===== config.mk =====
export PLATFORM = sky130hd
export DESIGN_NAME = amiga_kbd_tx
export DESIGN_NICKNAME = d
export VERILOG_FILES = /design/src/rtl/amiga_kbd_pkg.sv /design/src/rtl/amiga_kbd_sync.sv /design/src/rtl/amiga_kbd_tx.sv
export SDC_FILE = /design/constraint.sdc
export NUM_CORES = 1
export LEC_CHECK = 0
export CORE_MARGIN = 2
export CORE_UTILIZATION = 50
export CTS_CLUSTER_SIZE = 40
export DETAILED_ROUTE_END_ITERATION = 7
export HOLD_SLACK_MARGIN = 0.12
export PLACE_DENSITY = 0.72
export SLEW_MARGIN = 25
export SYNTH_ARGS = -nofsm -noshare
export SYNTH_HDL_FRONTEND = slang
export SYNTH_SLANG_ARGS = --single-unit

===== constraint.sdc =====
create_clock -name CLK_2 -period 2.1 [get_ports CLK_2]
set_input_delay 0.525 -clock CLK_2 [delete_from_list [all_inputs] [get_ports CLK_2]]
set_output_delay 0.525 -clock CLK_2 [all_outputs]
set_load 0.02 [all_outputs]

===== src/rtl/amiga_kbd_pkg.sv =====
// Shared types and constants for the Amiga keyboard-side serial link.
// The reserved codes are used by the power-up sequencer.
package amiga_kbd_pkg;

    typedef enum logic [2:0] {
        IDLE,
        SETUP,
        CLK_LO,
        CLK_HI,
        WAIT_HS,
        RESYNC
    } kbd_state_e;

    localparam logic [7:0] KBD_LOST_SYNC  = 8'hF9;
    localparam logic [7:0] KBD_INIT_BEGIN = 8'hFD;
    localparam logic [7:0] KBD_INIT_END   = 8'hFE;

    // Wire byte: keycode bits 6..0 followed by the up/down flag, sent MSB first.
    function automatic logic [7:0] kbd_frame(input logic [6:0] code, input logic up);
        return {code, up};
    endfunction

endpackage


===== src/rtl/amiga_kbd_sync.sv =====
// KDAT input synchronizer plus low-run length counter; hs_ok flags the end
// of a low run that was long enough to count as a host handshake.
module amiga_kbd_sync #(
    parameter int HS_MIN_CYC = 75
) (
    input  logic CLK_2,
    input  logic _RES,
    input  logic kdat_in,
    input  logic arm,
    output logic hs_ok
);

    localparam int RUN_W = $clog2(HS_MIN_CYC + 1);
    localparam logic [RUN_W-1:0] RUN_MAX = RUN_W'(HS_MIN_CYC);

    logic             s1;
    logic             s2;
    logic [RUN_W-1:0] run_len;

    // Run length saturates at the threshold; disarming drops any partial run.
    always_ff @(posedge CLK_2 or negedge _RES) begin
        if (!_RES) begin
            s1      <= 1'b1;
            s2      <= 1'b1;
            run_len <= '0;
        end else begin
            s1 <= kdat_in;
            s2 <= s1;
            if (!arm || s2)
                run_len <= '0;
            else if (run_len != RUN_MAX)
                run_len <= run_len + 1'b1;
        end
    end

    assign hs_ok = arm && s2 && (run_len == RUN_MAX);

endmodule


===== src/rtl/amiga_kbd_tx.sv =====
// Keyboard-side Amiga KDAT/KCLK transmitter with host handshake wait and
// lost-sync recovery (one extra '1' bit per timeout, then resend).
module amiga_kbd_tx
    import amiga_kbd_pkg::*;
#(
    parameter int BIT_CYC    = 20,
    parameter int HS_MIN_CYC = 75,
    parameter int HS_TMO_CYC = 143000,
    parameter int CNT_W      = 18
) (
    input  logic       CLK_2,
    input  logic       _RES,
    input  logic       key_valid,
    input  logic [6:0] key_code,
    input  logic       key_up,
    output logic       key_ready,
    output logic       kdat_oe,
    input  logic       kdat_in,
    output logic       kclk_oe,
    output logic [3:0] resync_cnt
);

    localparam logic [CNT_W-1:0] BIT_LAST = CNT_W'(BIT_CYC - 1);
    localparam logic [CNT_W-1:0] TMO_LAST = CNT_W'(HS_TMO_CYC - 1);

    kbd_state_e       state;
    logic [CNT_W-1:0] cnt;
    logic [7:0]       frame;
    logic [2:0]       bit_idx;
    logic [2:0]       nxt_idx;
    logic             in_rs;
    logic             retx;
    logic             hs_ok;

    assign nxt_idx = bit_idx + 3'd1;

    amiga_kbd_sync #(
        .HS_MIN_CYC(HS_MIN_CYC)
    ) u_sync (
        .CLK_2  (CLK_2),
        ._RES   (_RES),
        .kdat_in(kdat_in),
        .arm    (state == WAIT_HS),
        .hs_ok  (hs_ok)
    );

    always_ff @(posedge CLK_2 or negedge _RES) begin
        if (!_RES) begin
            state      <= IDLE;
            cnt        <= '0;
            frame      <= '0;
            bit_idx    <= '0;
            in_rs      <= 1'b0;
            retx       <= 1'b0;
            key_ready  <= 1'b1;
            kdat_oe    <= 1'b0;
            kclk_oe    <= 1'b0;
            resync_cnt <= '0;
        end else begin
            case (state)
                IDLE: begin
                    if (key_valid && key_ready) begin
                        frame     <= kbd_frame(key_code, key_up);
                        bit_idx   <= '0;
                        kdat_oe   <= key_code[6];
                        key_ready <= 1'b0;
                        in_rs     <= 1'b0;
                        retx      <= 1'b0;
                        cnt       <= '0;
                        state     <= SETUP;
                    end
                end
                // RESYNC is the data-setup phase of the single recovery bit.
                SETUP, RESYNC: begin
                    if (cnt == BIT_LAST) begin
                        cnt     <= '0;
                        kclk_oe <= 1'b1;
                        state   <= CLK_LO;
                    end else begin
                        cnt <= cnt + 1'b1;
                    end
                end
                CLK_LO: begin
                    if (cnt == BIT_LAST) begin
                        cnt     <= '0;
                        kclk_oe <= 1'b0;
                        state   <= CLK_HI;
                    end else begin
                        cnt <= cnt + 1'b1;
                    end
                end
                CLK_HI: begin
                    if (cnt == BIT_LAST) begin
                        cnt <= '0;
                        if (in_rs) begin
                            in_rs   <= 1'b0;
                            retx    <= 1'b1;
                            kdat_oe <= 1'b0;
                            if (resync_cnt != 4'hF)
                                resync_cnt <= resync_cnt + 4'd1;
                            state   <= WAIT_HS;
                        end else if (bit_idx == 3'd7) begin
                            kdat_oe <= 1'b0;
                            state   <= WAIT_HS;
                        end else begin
                            bit_idx <= nxt_idx;
                            kdat_oe <= frame[3'd7 - nxt_idx];
                            state   <= SETUP;
                        end
                    end else begin
                        cnt <= cnt + 1'b1;
                    end
                end
                WAIT_HS: begin
                    if (hs_ok) begin
                        cnt <= '0;
                        if (retx) begin
                            retx    <= 1'b0;
                            bit_idx <= '0;
                            kdat_oe <= frame[7];
                            state   <= SETUP;
                        end else begin
                            key_ready <= 1'b1;
                            state     <= IDLE;
                        end
                    end else if (cnt == TMO_LAST) begin
                        cnt     <= '0;
                        in_rs   <= 1'b1;
                        kdat_oe <= 1'b1;
                        state   <= RESYNC;
                    end else begin
                        cnt <= cnt + 1'b1;
                    end
                end
                default: begin
                    cnt     <= '0;
                    kdat_oe <= 1'b0;
                    kclk_oe <= 1'b0;
                    state   <= IDLE;
                end
            endcase
        end
    end

endmodule


==> flow_summary.json, run 1 <==
{
  "startpoint_type": "flip-flop",
  "crit_cells": 1,
  "drc_errors": 0,
  "ys.flop_type": "dfrtp_1",
  "die_w_um": 76.84,
  "cpLargestDelayFamily": "buffers and inverters",
  "hold_path.class": "input pin to asynchronous set/reset pin",
  "yosys-top-cells-area": "dfrtp_1 44%, nor2_1 5.5%, mux2_2 5.1%",
  "synth_edf_count": 0,
  "dieArea_mm2": 0.005904,
  "fin_area_mm2": 0.003293,
  "hold_viol_final": 0,
  "dp_hpwl_um": 3942,
  "crit_end": "key_ready",
  "nFillCells": 441,
  "start_util": 0.5194,
  "grt_pass1_vias": 2016,
  "die_y_um": 76.84,
  "portBuffers": 18,
  "grt_max_degree": 31,
  "dr.pass1.iters": 4,
  "dr_total_vias": 2035,
  "ys_warn_count": 0,
  "overflow": 0,
  "num_antenna_cells": 0,
  "post-route-period-util": 0.9642,
  "synth.net_count": 274,
  "clk_pin_slew_worst_paths_ns": 0.10,
  "fin_util": 0.6448,
  "slowest_delay_ns": 0.61,
  "final_cells": 373,
  "multiInputGateArea_mm2": 0.001403,
  "cts_buffers": 5,
  "cts_buffer_depth": 2,
  "critPathBufInv": 1,
  "ios": 19,
  "crit_path_cell_trace": "clkdlybuf4s50_1",
  "worst-endpoint-arrival_ns": 1.50,
  "cts_max_level": 2,
  "clock_latency_ns": 0.30,
  "setup_violations": 0,
  "wirelength_um": 5385,
  "r2r-start": "cnt[1]$_DFFE_PN0P_",
  "synth_area_per_cell_um2": 10.32,
  "fmax_mhz": 493.9,
  "wl_per_cell_um": 14.44,
  "cp.required_ns": 1.57,
  "tightest_slew_ns": 0.5457,
  "synth_seq_area_share": 0.4731,
  "syn_to_final_growth_pct": 24.15,
  "fp.coreArea_mm2": 0.005107,
  "synth_top_area_cell": "dfrtp_1",
  "setup.worst_path.end_class": "output port",
  "power.density_mw_per_mm2": 512.7,
  "p_leak_nw": 1.484,
  "reg2reg_setup_slack_ns": 0.08,
  "antenna_found_initial": 0,
  "finClkSkew_ns": 0.008081,
  "critical_path_class": "flip-flop to output port",
  "cts_tree": "yes",
  "synth_cell_types": 57,
  "dp_cells": 364,
  "yosys.area.top_type_share": 0.4434,
  "tns_ns": 0,
  "netlist_instances": 257,
  "slew_headroom": 0.6350,
  "path_max_fanout": 5,
  "async_reset_ff_frac": 1.000,
  "crit_path_start": "key_ready$_DFFE_PN1P_",
  "r2r-end": "state[0]$_DFFE_PN0P_",
  "maxSlewViolCount": 0,
  "clockRootBuffer": "clkbuf_8",
  "peakVddDrop_uv": 384.8,
  "syn_area_mm2": 0.002653,
  "drt_iter0_drc": 142,
  "grt_pass1_wl_um": 9528,
  "routed_via_density": 5.456,
  "rows": 26,
  "grt_usage": 0.1993,
  "cts_sinks": 50,
  "synth_common_cells": "47 x dfrtp_1, 39 x nor2_1, 21 x nand2_1",
  "antenna_left": 0,
  "ff2ff_path_depth": 7,
  "finalCriticalPeriod_ns": 2.025,
  "maxCapViolCount": 0,
  "cp_slowest_cell": "clkdlybuf4s50_1",
  "yosysMostFrequentCell": "dfrtp_1",
  "regArea_mm2": 0.001255,
  "outcome": "completed",
  "placed_cell_area_mm2": 0.003098,
  "synth_seq_cells": 50,
  "drive_above_1_share": 0.2640,
  "fin_nets": 319,
  "globalplace.congestion": 0.8579
}
==> per-layer routing <==
metal	GRT usage	share of wire	vias up	routed length (um)
met2	0.3061	0.47	47	2510
met1	0.2935	0.48	981	2601
met5	0	0	-	0
li1	-	-	1001	-
met3	0.03529	0.039	6	208
met4	0.04909	0.012	0	64
==> what timing repair did <==
| item | CTS | global route |
|---|---|---|
| cloned | 0 | 0 |
| pin swaps | 0 | 2 |
| hold buffers | 0 | 0 |
| buffers inserted | 0 | 1 |
| setup endpoints to repair | 14 | 23 |
| resized for setup | 4 | 9 |
==> placed cells by master, fill, tap and decap left out, drive strengths merged, types with 2 or more instances in the layout <==
cell and instances:
o21a 2, mux2i 4, a31oi 3, clkbuf 6, dfstp 3, ha 5, nand2 21, o21ai 7
or4 3, nand3b 2, xnor2 10, and3 3, clkdlybuf4s50 16, nand4 9, or3 2, dfrtp 47
buf 31, o31ai 3, inv 6, or3b 2, o41ai 2, nor4b 2, nor4 2, nor3 7
mux4 2, a21oi 6, mux2 12, and3b 2, xor2 12, nor2 39, nand3 10, nor3b 4
==> kinds of logic after synthesis <==
family	Yosys count	synth area share
flops	50	0.4731
compound gates	31	0.08679
fa+ha+maj	5	0.02358
mux	18	0.08302
simple gates	115	0.2344
xor+xnor	22	0.07264
buf+inv	16	0.02641
==> report_power, final <==
| group | internal [W] | switching (W) | leakage [nW] |
|---|---|---|---|
| Sequential | 0.000965 | 0.000000578 | 0.678 |
| Combinational | 0.0000209 | 0.0000224 | 0.755 |
| Clock | 0.000356 | 0.000323 | 0.0514 |
==> worst min-delay path by stage <==
stage,startpoint,endpoint,cells past startpoint
after detailed placement,u_sync.s1$_DFF_PN1_,u_sync.s2$_DFF_PN1_,0
after global routing,_RES,bit_idx[1]$_DFFE_PN0P_,1
after floorplan,_RES,bit_idx[0]$_DFFE_PN0P_,0
after global placement,u_sync.s1$_DFF_PN1_,u_sync.s2$_DFF_PN1_,0
final,_RES,state[1]$_DFFE_PN0P_,1
after CTS,_RES,state[1]$_DFFE_PN0P_,1
==> metrics by stage <==
stage	power [W]	setup slack (ns)	hold slack [ns]
floorplan	0.0009860	0.1011	0.2294
global placement	0.001029	-0.3126	0.3463
detailed placement	0.001031	-0.4020	0.3468
CTS	0.001701	0.004633	0.1974
global route	0.001735	-0.008445	0.2153
finish	0.001688	0.07511	0.1799
==> area by class of cell <==
type,instances,share of cell area
multi-input combinational,191,0.4259
sequential,50,0.3811
timing repair buffer,48,0.1261
tap,70,0.02660
clock buffer,6,0.02204
clock inverter,2,0.01140
inverter,6,0.006839
==> registers in the layout, summed over array words and instances, names as in the netlist <==
signal          flops
state               3
kdat_oe             1
resync_cnt          4
retx                1
u_sync.s1           1
in_rs               1
u_sync.run_len      7
bit_idx             3
u_sync.s2           1
kclk_oe             1
key_ready           1
frame               8
cnt                18
==> worst reg2reg max path: stages (launching register included) <==
cell      delay [ns]
dfrtp_1         0.38
ha_1            0.22
nor4b_4         0.23
and2_4          0.22
a221oi_2        0.09
buf_4           0.17
or3_1           0.39
o31ai_1         0.24
Note: power is estimated with default switching activity, not from simulation.
==> run 2, diff against run 1 <==
Settings changed: CORE_MARGIN 2 to 1.5, CTS_CLUSTER_SIZE 40 to 30.
==> flow_summary.json, run 2 (synthesis results as in run 1) <==
{
  "drive_above_1_share": 0.2695,
  "fin_area_mm2": 0.003284,
  "slew_headroom": 0.6284,
  "setup_violations": 0,
  "clock_latency_ns": 0.32,
  "setup.worst_path.end_class": "output port",
  "cts_tree": "yes",
  "ios": 19,
  "die_y_um": 75.84,
  "p_leak_nw": 1.480,
  "post-route-period-util": 0.9657,
  "cts_buffer_depth": 2,
  "peakVddDrop_uv": 335.3,
  "tightest_slew_ns": 0.5556,
  "r2r-start": "bit_idx[1]$_DFFE_PN0P_",
  "grt_pass1_vias": 1860,
  "power.density_mw_per_mm2": 494.2,
  "crit_path_cell_trace": "clkdlybuf4s50_1",
  "grt_pass1_wl_um": 8914,
  "fin_util": 0.6431,
  "grt_max_degree": 32,
  "cp_slowest_cell": "clkdlybuf4s50_1",
  "cts_sinks": 50,
  "largest-register": "cnt",
  "cp.required_ns": 1.57,
  "final_common_cell": "dfrtp_1",
  "hold_slack_ns": 0.1521,
  "wl_per_cell_um": 14.40,
  "worst-endpoint-arrival_ns": 1.50,
  "dieArea_mm2": 0.005751,
  "ff2ff_path_depth": 6,
  "power_w": 0.001623,
  "die_w_um": 75.84,
  "drc_errors": 0,
  "startpoint_type": "flip-flop",
  "fin_nets": 324,
  "fp.coreArea_mm2": 0.005107,
  "fmax_mhz": 493.1,
  "num_antenna_cells": 0,
  "cts_max_level": 2,
  "drt_iter0_drc": 127,
  "critical_path_class": "flip-flop to output port",
  "maxCapViolCount": 0,
  "reg2reg_setup_slack_ns": 0.09,
  "path_max_fanout": 5,
  "largestRegisters": "cnt: 18 flops, frame: 8 flops, u_sync.run_len: 7 flops",
  "overflow": 0,
  "hold_path.class": "input pin to asynchronous set/reset pin",
  "dr.pass1.iters": 4,
  "rows": 26,
  "antenna_found_initial": 0,
  "antenna_left": 0,
  "hold_viol_final": 0,
  "slowest_delay_ns": 0.61,
  "wirelength_um": 5445,
  "dr_total_vias": 2047,
  "maxSlewViolCount": 0,
  "r2r-end": "kdat_oe$_DFFE_PN0P_",
  "cts_buffers": 5,
  "final_cells": 378,
  "final_cell_mix": "47 x dfrtp_1, 39 x nor2_1, 34 x buf_4, 21 x nand2_1, 16 x clkdlybuf4s50_1",
  "globalplace.congestion": 0.8892,
  "ctsHoldBuffers": 0,
  "grt_usage": 0.2101,
  "critPathBufInv": 1,
  "clk_pin_slew_worst_paths_ns": 0.10,
  "clockRootBuffer": "clkbuf_8",
  "dp_cells": 368,
  "start_util": 0.5194,
  "finClkSkew_ns": 0.01380,
  "routed_via_density": 5.415,
  "outcome": "completed",
  "finalCriticalPeriod_ns": 2.028,
  "largest_reg_flops": 18,
  "portBuffers": 18,
  "dp_hpwl_um": 4097,
  "cpLargestDelayFamily": "buffers and inverters",
  "placed_cell_area_mm2": 0.003128,
  "syn_to_final_growth_pct": 23.82
}
## run 2: how the worst max path moves through the flow
stage | startpoint | to | slack (ns) | cells past startpoint
floorplan | bit_idx[0]$_DFFE_PN0P_ | kdat_oe$_DFFE_PN0P_ | 0.10 | 6
global placement | key_valid | cnt[17]$_DFFE_PN0P_ | -0.29 | 7
detailed placement | key_valid | cnt[17]$_DFFE_PN0P_ | -0.31 | 7
CTS | cnt[1]$_DFFE_PN0P_ | bit_idx[2]$_DFFE_PN0P_ | 0.01 | 7
global route | cnt[0]$_DFFE_PN0P_ | bit_idx[2]$_DFFE_PN0P_ | -0.04 | 7
finish | key_ready$_DFFE_PN1P_ | key_ready | 0.07 | 1
## run 2: power breakdown
group	internal, W	leakage, nW	total [W]	switching, W
Sequential	0.000966	0.678	0.000966	0.000000562
Combinational	0.0000219	0.751	0.0000445	0.0000227
Clock	0.000272	0.0514	0.000613	0.000341
Total	0.00126	1.48	0.00162	0.000364
## run 2: through the flow
| stage | setup WS (ns) | TNS [ns] |
|---|---|---|
| finish | 0.07199 | 0 |
| global route | -0.03860 | -0.07702 |
| CTS | 0.01113 | 0 |
| detailed placement | -0.3150 | -5.217 |
| global placement | -0.2889 | -4.650 |
| floorplan | 0.1011 | 0 |
## run 2: area by class of cell
type | count | area [um2]
clock buffers | 6 | 82.58
clock inverters | 2 | 17.52
fillers | 432 | 1823
inverters | 6 | 22.52
multi-input cells | 191 | 1366
flip-flops and latches | 50 | 1255
well taps | 70 | 87.58
repair buffers | 53 | 452.9
## run 2: timing repair
| item | 4_1_cts | 5_1_grt |
|---|---|---|
| gates cloned | 0 | 0 |
| pin swaps | 0 | 1 |
| gates resized for setup | 1 | 9 |
| setup endpoints to repair | 14 | 20 |
| setup buffers | 0 | 2 |
## run 2: metal layers
metal | part of all wire | GRT usage | vias up
met5 | 0 | 0 | -
met4 | 0.015 | 0.08333 | 0
met3 | 0.028 | 0.03704 | 5
met2 | 0.46 | 0.2937 | 29
met1 | 0.49 | 0.3207 | 991
li1 | - | - | 1022
